### src/rtl/video_render_pl.sv
// video_render_pl: pipelined pixel renderer. Buffers fetched words in a small
// FIFO, steps a local pixel index on every c1 strobe, decodes ZX/16c/256c/text
// pixels, merges prioritised overlay layers and optionally packs hi-res pairs.
module video_render_pl #(
    parameter int DW      = 32,
    parameter int FDEPTH  = 4,
    parameter int NLAYERS = 2
) (
    input  logic                 clk,
    input  logic                 res,
    input  logic                 c1,
    input  logic                 line_start,
    input  logic [DW-1:0]        data_in,
    input  logic                 data_wr,
    output logic                 data_rdy,
    input  logic                 hvpix,
    input  logic                 nogfx,
    input  logic                 flash,
    input  logic                 hires,
    input  logic [3:0]           palsel,
    input  logic [1:0]           render_mode,
    input  logic [7:0]           border_in,
    input  logic [8*NLAYERS-1:0] ovl_data,
    output logic [7:0]           vplex_out,
    output logic                 underrun
);

    localparam int HW = DW / 2;          // gfx half width in bits
    localparam int NB = DW / 8;          // bytes per fetched word
    localparam int IW = $clog2(HW);      // pixel index width (max P = HW)
    localparam int BW = $clog2(NB);      // byte select width
    localparam int PW = $clog2(FDEPTH);  // FIFO pointer width

    typedef enum logic [1:0] {
        MODE_ZX   = 2'd0,
        MODE_16C  = 2'd1,
        MODE_256C = 2'd2,
        MODE_TEXT = 2'd3
    } mode_t;

    logic [DW-1:0]      mem [FDEPTH];
    logic [PW-1:0]      wptr, rptr;
    logic [PW:0]        count;
    logic               empty, full;
    logic               step, need, pop, push;

    mode_t              mode_l;
    logic [IW-1:0]      idx, last_idx;
    logic [NB-1:0][7:0] head;
    logic [BW-1:0]      zx_gb, zx_ab, c16_b, c256_b;
    logic [7:0]         gbyte, abyte, cbyte;
    logic               dot;
    logic [7:0]         bm_pix, video;
    logic               ovl_hit;
    logic [3:0]         temp;
    logic               phase;

    assign empty    = (count == '0);
    assign full     = (count == (PW+1)'(FDEPTH));
    assign data_rdy = ~full;
    assign head     = mem[rptr];

    // line_start takes precedence over any pixel-rate activity in the same clk
    assign step = c1 & ~line_start;
    assign need = step & hvpix & ~nogfx;
    assign pop  = need & ~empty & (idx == last_idx);
    // a write into a full FIFO is still taken when the head word leaves this clk
    assign push = data_wr & (~full | pop);

    // last pixel index of a word for the latched mode
    always_comb begin
        last_idx = IW'(HW - 1);
        case (mode_l)
            MODE_16C:  last_idx = IW'(DW/4 - 1);
            MODE_256C: last_idx = IW'(DW/8 - 1);
            default:   last_idx = IW'(HW - 1);
        endcase
    end

    // bitmap pixel decode from the head word; border when nothing is buffered
    always_comb begin
        zx_gb  = BW'(idx >> 3);
        zx_ab  = zx_gb + BW'(NB/2);
        c16_b  = BW'(idx >> 1);
        c256_b = BW'(idx);
        gbyte  = head[zx_gb];
        abyte  = head[zx_ab];
        cbyte  = head[c16_b];
        dot    = gbyte[~idx[2:0]];
        bm_pix = border_in;
        if (!empty) begin
            case (mode_l)
                MODE_ZX:   bm_pix = {palsel, abyte[6],
                                     (dot ^ (flash & abyte[7])) ? abyte[2:0] : abyte[5:3]};
                MODE_TEXT: bm_pix = {palsel, dot ? abyte[3:0] : abyte[7:4]};
                MODE_16C:  bm_pix = {palsel, idx[0] ? cbyte[3:0] : cbyte[7:4]};
                default:   bm_pix = head[c256_b];
            endcase
        end
    end

    // overlay priority mux: lowest-numbered opaque layer wins, border outside active area
    always_comb begin
        video   = nogfx ? border_in : bm_pix;
        ovl_hit = 1'b0;
        for (int unsigned k = 0; k < NLAYERS; k++) begin
            if (!ovl_hit && ovl_data[8*k +: 4] != 4'h0) begin
                video   = ovl_data[8*k +: 8];
                ovl_hit = 1'b1;
            end
        end
        if (!hvpix) video = border_in;
    end

    // FIFO storage; after a flush a simultaneous write lands in entry 0
    always_ff @(posedge clk) begin
        if (line_start) begin
            if (data_wr) mem[0] <= data_in;
        end else if (push) begin
            mem[wptr] <= data_in;
        end
    end

    // FIFO pointers and occupancy
    always_ff @(posedge clk) begin
        if (res) begin
            wptr  <= '0;
            rptr  <= '0;
            count <= '0;
        end else if (line_start) begin
            rptr  <= '0;
            wptr  <= data_wr ? PW'(1) : '0;
            count <= data_wr ? (PW+1)'(1) : '0;
        end else begin
            if (push) wptr <= wptr + 1'b1;
            if (pop)  rptr <= rptr + 1'b1;
            count <= count + (PW+1)'(push) - (PW+1)'(pop);
        end
    end

    // pixel index, mode latch, underrun flag and output register (pixel rate)
    always_ff @(posedge clk) begin
        if (res) begin
            idx       <= '0;
            mode_l    <= MODE_ZX;
            underrun  <= 1'b0;
            phase     <= 1'b0;
            temp      <= '0;
            vplex_out <= '0;
        end else if (line_start) begin
            idx      <= '0;
            mode_l   <= mode_t'(render_mode);
            underrun <= 1'b0;
            phase    <= 1'b0;
        end else if (step) begin
            phase <= ~phase;
            temp  <= video[3:0];
            if (!hires)     vplex_out <= video;
            else if (phase) vplex_out <= {temp, video[3:0]};
            if (need) begin
                if (empty)                 underrun <= 1'b1;
                else if (idx == last_idx)  idx      <= '0;
                else                       idx      <= idx + 1'b1;
            end
        end
    end

endmodule

### config.mk
export PLATFORM = sky130hd
export DESIGN_NAME = video_render_pl
export DESIGN_NICKNAME = d
export VERILOG_FILES = /design/src/rtl/video_render_pl.sv
export SDC_FILE = /design/constraint.sdc
export NUM_CORES = 1
export LEC_CHECK = 0
export ABC_AREA = 1
export CORE_UTILIZATION = 30
export CTS_BUF_LIST = sky130_fd_sc_hd__clkbuf_2
export DETAILED_ROUTE_END_ITERATION = 8
export GPL_TIMING_DRIVEN = 0
export PLACE_DENSITY_LB_ADDON = 0.05
export SYNTH_ARGS = -nofsm -noshare
export SYNTH_HDL_FRONTEND = slang
export SYNTH_SLANG_ARGS = --single-unit
### constraint.sdc
create_clock -name clk -period 8.8 [get_ports clk]
set_clock_uncertainty 0.1 [all_clocks]
set_input_delay 1.76 -clock clk [delete_from_list [all_inputs] [get_ports clk]]
set_output_delay 1.76 -clock clk [all_outputs]
set_load 0.005 [all_outputs]
### Word-level counts from Yosys, hierarchy flattened

Memories as Yosys holds them, arrays and structs flattened. A register that Yosys moved wholly into a read port is not among the register bits.
Index checks and enable logic that the tools add are counted.

| word-level totals | value |
|---|---|
| bits in registers | 27 |
| RAM bits | 128 |
| input port bits | 71 |
| logic and storage cells | 95 |
| memories | 1 |

| operators by class | value |
|---|---|
| add/sub/neg operators | 6 |
| magnitude comparators | 5 |
| equality and inequality tests | 6 |
| multiplexer cells | 40 |
| bitwise logic cells | 15 |
| reduce and logical (&&, ||, !) cells | 13 |

Memories:

| memory | words | bits a word | rd ports | clocked after Yosys merged registers in | write ports | line | source |
|---|---|---|---|---|---|---|---|
| mem | 4 | 32 | 1 | 1 | 1 | 41 | `logic [DW-1:0] mem [FDEPTH];` |

Operators with widths:

| kind | count |
|---|---|
| 8-bit 2-to-1 mux | 12 |
| 8-bit binary-select mux with 2-bit select | 3 |
| 32-bit 2-to-1 mux | 1 |
| 32-bit OR reduction | 1 |
| 8-bit one-hot mux with 3 select lines | 1 |
| 4-bit 2-to-1 mux | 3 |
| 1-bit 2-to-1 mux | 11 |
| 2-bit 2-to-1 mux | 5 |
| 2-bit by 3-bit less-than comparator with 1-bit output (second input constant) | 3 |
| 3-bit AND reduction | 3 |
| 4-bit one-hot mux with 2 select lines | 1 |
| 4-bit nonzero test | 2 |
| 1-bit bitwise AND | 7 |
| 3-bit 2-to-1 mux | 2 |
| 1-bit inverter | 5 |
| 2-bit by 1-bit adder with 2-bit output (second input constant) | 2 |
| 4-bit by 1-bit adder with 4-bit output (second input constant) | 1 |
| 2-bit equality test (second input constant) | 2 |
| 4-bit equality test | 1 |
| 3-bit by 4-bit less-than comparator with 1-bit output (second input constant) | 1 |
| 3-bit by 1-bit adder with 3-bit output | 1 |
| 1-bit binary-select mux with 3-bit select | 1 |
| 3-bit equality test (second input constant) | 1 |
| 3-bit zero test | 1 |
| 14 further kinds | 14 |

### Logic depth before layout (Yosys ltp)

Gate-level depths: netlist of run 1.

| depth | value |
|---|---|
| depth in word-level cells | 14 |
| mapped depth | 23 |
| mapped depth without buffers | 22 |

### Worst setup path after synthesis of run 1

Ideal clock, no wire load.

| timing path | value |
|---|---|
| path kind | input to register |
| from | input port c1 |
| to | memory mem[3][0], enable pin |
| data arrival time | 5,181 ps |
| data required time | 8,239 ps |
| path slack | 3,058 ps |
| cell stages on the path | 10 |
| path buffers | 0 |
| cells stage by stage | inv_1 nor2_1 inv_1 nor3_1 nand2_1 inv_1 nand3_1 inv_1 o21ai_1 nor3_1 |

| between the ends | value |
|---|---|
| word-level cells in the longest chain between the ends | 12 |
| elaborated cells between the ends (all ways) | 13 |
| classes of those cells | mux: 5; bitwise: 7; reduce/logical: 1 |

RTL lines:

| item | line | source |
|---|---|---|
| start, declared | 11 | `input logic c1,` |
| 1-bit bitwise AND * | 64 | `assign step = c1 & ~line_start;` |
| 1-bit bitwise AND * (2 in series) | 65 | `assign need = step & hvpix & ~nogfx;` |
| 1-bit bitwise AND * (2 in series) | 66 | `assign pop = need & ~empty & (idx == last_idx);` |
| 1-bit OR * | 68 | `assign push = data_wr & (~full \| pop);` |
| 1-bit bitwise AND * | 68 |  |
| 1-bit 2-to-1 mux * | 119 | `end else if (push) begin` |
| 1-bit 2-to-1 mux * | 117 | `if (line_start) begin` |
| 1-bit 2-to-1 mux (not written as such) * | 120 | `mem[wptr] <= data_in;` |
| 32-bit OR reduction (no line) | n/a |  |
| 2-bit 2-to-1 mux (no line) / 1-bit 2-to-1 mux (equally long branches) | n/a |  |
| end, declared | 41 |  |

Every way passes the cells marked *; elsewhere a longest branch is shown, timed or not.

### Final worst setup path of run 1

| timing path | value |
|---|---|
| from | input port line_start |
| to | memory mem[3][19], enable pin |

| between the ends | value |
|---|---|
| word-level cells in the longest chain between the ends | 13 |
| elaborated cells between the ends (all ways) | 16 |
| classes of those cells | mux: 7; bitwise: 8; reduce/logical: 1 |

RTL lines:

| item | line | source |
|---|---|---|
| start, declared | 12 | `input logic line_start,` |
| 1-bit inverter (no line) | n/a |  |
| 1-bit bitwise AND | 64 |  |
| 1-bit bitwise AND (2 in series) | 65 |  |
| 1-bit bitwise AND (2 in series) | 66 |  |
| 1-bit OR | 68 |  |
| 1-bit bitwise AND | 68 |  |
| 1-bit 2-to-1 mux | 119 |  |
| 1-bit 2-to-1 mux | 117 |  |
| 1-bit 2-to-1 mux (not written as such) | 120 |  |
| 32-bit OR reduction (no line) | n/a |  |
| 2-bit 2-to-1 mux (no line) / 1-bit 2-to-1 mux (equally long branches) | n/a |  |

Several ways; a longest one is shown, not always the timed one.

==> run_results.csv, run 1 <==
group,metric,value,unit
detailed_routing,dr_total_vias,5950,
placed_design,place_hpwl,15400,µm
sta,setup_violations,0,
sta,period_minus_slack,4.89,ns
worst_setup_path,cp_cell_sequence,"clkdlybuf4s50_1 > nor2_1 > inv_1 > nor3_1 > nand2_1 > inv_1 > nand3_1 > inv_1 > o21ai_1 > nor3_2 > buf_6 > buf_8 > buf_6",
status,status,"finished, final reports clean",
clock_tree,cts_made_buffers,17,
synth,yosys.area.top_type_share,0.509,
synth,syn_inst,820,
floorplan,fp.coreArea,0.0245,mm²
clock_tree,clock-sinks,157,
power,power-per-cell-area,152,mW/mm²
synth,synth_seq_cells,157,
floorplan,die-area,0.0258,mm²
sta,tightest_slew,0.788,ns
synth,ys_seq_area_frac,0.586,
floorplan,fp.dieH,161,µm
grt,grt_max_degree,33,
sta,final_hold_viol_count,0,
hold_path,hp-class,"reg -> reg",
detailed_routing,drt_wl_total,21700,µm
clock_tree,cts_resized,0,
sta,fmax,205,MHz
grt,antenna_found_initial,1,
floorplan,start_util,0.308,
synth,postSynthAreaPerCell,9.21,µm²
detailed_routing,drc_errors,0,
worst_setup_path,cpMostUsedCell,"inv_1",
sta,drv_slew,0,
sta,finalSetupTns,0,ns
worst_setup_path,reg2reg_slack,5.54,ns
synth,mappedNetlistArea,0.00755,mm²
detailed_routing,final_antenna_net_count,0,
grt,grtUsageTotal,0.176,
power,peakVddDrop,0.0567,mV
job,drv_cap,0,
clock_tree,htree_levels,4,
worst_setup_path,cpPeakStageDelay,0.62,ns
worst_setup_path,r2r-start,"mode_l[0]",
grt,grt_pass1_wl,34000,µm
synth,synth.distinct_cells,40,
synth,yosysTopAreaCell,"edfxtp_1",
floorplan,rows,57,
placed_design,io_buffer_count,80,
cells_and_area,fill_cells,2516,
cells_and_area,area_growth,20.7,%
grt,grt_pass1_vias,5880,
worst_setup_path,worstPathArrival,5.23,ns
detailed_routing,first_iter_violations,406,
sta,slew_headroom,0.475,
worst_setup_path,crit_path_start,"line_start",
detailed_routing,firstDrtPassIters,5,
clock_tree,cts-root-buf,"clkbuf_2",
power,cellLeakagePower,3.50,nW
worst_setup_path,worst-path-max-fanout,9,
cells_and_area,final_nets,1005,
clock_tree,postCtsHoldBufs,0,
worst_setup_path,critical_path_class,"in -> reg",
worst_setup_path,worst_ep_required_time,9.15,ns
synth,yosys_warnings,0,
sta,setup_ws,3.91,ns
synth,synth_most_common_cell,"nand2_1",
synth,synth_enable_flop_cells,128,
detailed_routing,routedWlPerCell,17.2,µm
sta,rsz0062_at_grt,"false",
cells_and_area,fin_util,0.371,
detailed_routing,viasPerCell,4.71,
grt,overflow,0,
clock_tree,clk_latency,0.72,ns
worst_setup_path,cpMaxStageDelayCell,"nor3_2",
placed_design,place_ws,3.07,ns
worst_setup_path,critical_path_buf_inv_count,7,
synth,async_flop_share,0,
clock_tree,cts.reportedPaths.clkPinSlew,0.24,ns
synth,synth_flop_cell,"edfxtp_1",
synth,syn_nets,899,
sta,min_period_over_period,0.555,
clock_tree,clk_path_buf_depth,2,
clock_tree,post-cts-setup-buffers,0,
floorplan,io-pin-count,81,
worst_setup_path,end_kind,"register",
cells_and_area,layout-drive-gt1-share,0.0809,
worst_setup_path,startpoint_type,"primary input",
clock_tree,cts_tree,"yes",
floorplan,fp.dieW,161,µm
worst_setup_path,path_delay_family,"simple AND/OR/NAND/NOR gates",
placed_design,gp_routability_congestion,0.880,
synth,synth_area_leaders,"edfxtp_1, nand2_1, dfxtp_1",
hold_path,hp-start,"vplex_out[7]",
synth,synth_common_cells,"nand2_1, edfxtp_1, nand3_1",
layout make-up:
type / count / area [µm²] / area share
Clock buffer: 17 / 85.1 / 0.00934
Buffer: 35 / 216 / 0.0238
Multi-Input combinational cell: 569 / 2710 / 0.297
Timing Repair Buffer: 87 / 917 / 0.101
Inverter: 59 / 221 / 0.0243
Clock inverter: 15 / 135 / 0.0148
Antenna cell: 1 / 2.50 / 0.000275
Tap cell: 324 / 405 / 0.0445
Sequential cell: 157 / 4420 / 0.485
worst register-to-register path: stages (launching register included):
cell and delay (ns):
dfxtp_1 0.42, inv_1 0.09, ha_1 0.31, nand2_1 0.07
inv_1 0.03, nor4b_1 0.26, nand3_1 0.15, inv_1 0.19
o21ai_1 0.18, nor3_2 0.62, buf_6 0.27, buf_8 0.16
buf_6 0.15
through the flow:
| step | hold slack (ns) | cell area [µm²] | power (W) | std cells |
|---|---|---|---|---|
| 2_1_floorplan | 0.344 | 7550 | 0.000931 | 820 |
| 3_3_place_gp | 0.355 | 8750 | 0.00101 | 1224 |
| 3_5_place_dp | 0.359 | 8890 | 0.00101 | 1231 |
| 4_1_cts | 0.385 | 9110 | 0.00141 | 1263 |
| 5_1_grt | 0.397 | 9110 | 0.00146 | 1264 |
| 6_report | 0.384 | 9110 | 0.00139 | 1264 |
worst paths after layout:
check / to / depth (start not counted)
max: mem[3][19] / 13
min: vplex_out[7] / 2
max reg2reg: mem[3][19] / 12
min reg2reg: vplex_out[7] / 2
power by group:
part	leakage [nW]	total (W)	internal, W	switching [W]
combinational	1.95	0.000163	0.0000683	0.0000943
clock	0.133	0.000392	0.000107	0.000285
sequential	1.42	0.000835	0.000828	0.00000683
total	3.50	0.00139	0.00100	0.000386
flip-flops by register name, indices dropped and copies added, names as in the netlist, 2 cells and up, named ones only:
register   cells
wptr           2
mode_l         2
temp           4
rptr           2
mem          128
count          3
idx            4
vplex_out      8
layout by cell type (no fill, tap or decap), types with 4 or more instances in the layout:
cell type	n
o21ai_0	32
inv_6	5
buf_2	14
ha_1	7
buf_4	4
inv_1	53
nand2_1	259
clkbuf_2	17
a21oi_1	49
nand3_1	113
nor2_1	39
clkinv_1	5
clkbuf_1	8
clkdlybuf4s50_1	80
buf_6	10
edfxtp_1	128
dfxtp_1	29
o21ai_1	25
cell families after synthesis:
kind of cell               after synthesis  synth area share
AOI/OAI and AO/OA                      125            0.0900
and+or+nand+nor                        431             0.246
adders and majority gates                8            0.0143
xor gates and xnor gates                 5           0.00580
buffers and inverters                   94            0.0580
DFF                                    157             0.586
per-layer routing:
metal / wire length [µm] / track usage
met3: 971 / 0.0413
met2: 10200 / 0.289
met4: 163 / 0.0372
met1: 10500 / 0.235
met5: 0 / 0
(Power assumes the default switching activity.)
==> run 2: changes to the inputs <==
Clock period 8.8 ns to 4.1 ns, I/O delays scaled along.
==> run 2 against run 1 <==
Compared with the run above:
- critical path type unchanged
- sequential cell count is the same
- critical path depth grew 1
- cell count is the same
- highest routed layer unchanged
==> run_results.csv, run 2 (synthesis results as in run 1) <==
group,metric,value,unit
status,status,"finished, final reports clean",
power,cellLeakagePower,3.51,nW
cells_and_area,layout-drive-gt1-share,0.0831,
placed_design,place_hpwl,15400,µm
floorplan,fp.coreArea,0.0245,mm²
clock_tree,clk_latency,0.71,ns
worst_setup_path,startpoint_type,"primary input",
detailed_routing,drt_wl_total,21600,µm
power,peakVddDrop,0.118,mV
detailed_routing,drc_errors,0,
sta,final_hold_viol_count,0,
floorplan,fp.dieH,161,µm
worst_setup_path,end_kind,"register",
clock_tree,cts_resized,0,
clock_tree,cts-root-buf,"clkbuf_2",
clock_tree,cts.reportedPaths.clkPinSlew,0.22,ns
hold_path,hold_depth,2,
floorplan,fp.dieW,161,µm
cells_and_area,final_area,0.00912,mm²
sta,finalSetupTns,0,ns
power,power-per-cell-area,321,mW/mm²
detailed_routing,top_layer,"met4",
placed_design,placed_cells,1229,
sta,fmax,266,MHz
clock_tree,postCtsHoldBufs,0,
sta,drv_slew,0,
detailed_routing,first_iter_violations,456,
sta,min_period_over_period,0.917,
clock_tree,cts_made_buffers,17,
cells_and_area,final_nets,1006,
detailed_routing,route.met3.wl,1030,µm
clock_tree,clk_path_buf_depth,2,
job,drv_cap,0,
floorplan,die-area,0.0258,mm²
grt,grt_pass1_vias,5880,
detailed_routing,met1_length,10400,µm
cells_and_area,layout_commonest_cell,"nand2_1",
cells_and_area,fin_util,0.372,
clock_tree,htree_levels,4,
placed_design,io_buffer_count,80,
cells_and_area,area_growth,20.8,%
cells_and_area,instances_no_fill,1264,
detailed_routing,viasPerCell,4.74,
detailed_routing,dr_total_vias,5992,
detailed_routing,final_antenna_net_count,0,
worst_setup_path,ff2ff_path_depth,12,
sta,slew_headroom,0.458,
grt,overflow,0,
placed_design,gp_routability_congestion,0.881,
worst_setup_path,worst-path-max-fanout,24,
detailed_routing,dr_wl_met2,9820,µm
cells_and_area,max_flop_register,"mem",
placed_design,placed_area,0.00888,mm²
sta,tightest_slew,0.813,ns
worst_setup_path,worstPathArrival,4.07,ns
grt,grt_pass1_wl,33300,µm
cells_and_area,largest_reg_flops,128,
detailed_routing,firstDrtPassIters,5,
clock_tree,clock-sinks,157,
worst_setup_path,worst_ep_required_time,4.41,ns
grt,antenna_found_initial,1,
sta,period_minus_slack,3.76,ns
hold_path,hp-class,"reg -> reg",
floorplan,start_util,0.308,
sta,setup_violations,0,
clock_tree,cts_tree,"yes",
floorplan,rows,57,
detailed_routing,routedWlPerCell,17.1,µm
cells_and_area,mostFrequentLayoutCells,"nand2_1, edfxtp_1, nand3_1",
cells_and_area,largestRegisters,"mem x128, vplex_out x8",
grt,grtUsageTotal,0.173,
floorplan,io-pin-count,81,
grt,grt_max_degree,33,
worst_setup_path,critical_path_class,"in -> reg",
sta,rsz0062_at_grt,"false",
[run 2: layer usage]
layer,global-route usage,vias up
met2,0.277,159
met3,0.0331,13
li1,-,3022
met1,0.235,2798
met4,0.0519,0
met5,0,-
[run 2: cell type report]
cell class | instances | area (µm²)
plain buffers | 35 | 216
multi-input cells | 569 | 2710
diodes | 1 | 2.50
clock inverters | 13 | 118
fillers | 2570 | 15400
well taps | 324 | 405
repair buffers | 88 | 926
inverters | 59 | 221
flip-flops and latches | 157 | 4420
clock buffers | 18 | 90.1
[run 2: stage by stage]
step / power [W] / setup slack (ns) / hold slack (ns)
floorplan: 0.00200 / -0.00592 / 0.344
global placement: 0.00217 / -2.68 / 0.354
detailed placement: 0.00218 / -0.665 / 0.359
CTS: 0.00297 / 0.158 / 0.385
global route: 0.00307 / 0.0961 / 0.397
finish: 0.00293 / 0.342 / 0.380
[run 2: final timing paths]
check / startpoint / to / slack (ns)
max reg2reg: mode_l[0] / mem[2][5] / 1.07
min reg2reg: vplex_out[7] / vplex_out[7] / 0.38
max: c1 / mem[2][5] / 0.34
min: vplex_out[7] / vplex_out[7] / 0.38
[run 2: critical path, stage by stage]
cell and delay [ns]:
clkdlybuf4s50_1 0.46, inv_1 0.06, nor2_1 0.50, inv_1 0.20, nor3_1 0.27, nand2_1 0.20, inv_1 0.16, nand3_1 0.12
inv_1 0.18, o21ai_1 0.19, inv_1 0.12, nand3_1 0.15, nor2_4 0.37, buf_12 0.26
[run 2: what timing repair did]
action	CTS	global route
setup endpoints to repair	0	14
endpoints found under the hold margin	0	0
setup buffers	0	3
[run 2: report_power, final]
group          internal [W]  switching [W]  total (W)
sequential          0.00178      0.0000147    0.00179
combinational      0.000145       0.000203   0.000349
clock              0.000220       0.000570   0.000790
total               0.00214       0.000788    0.00293
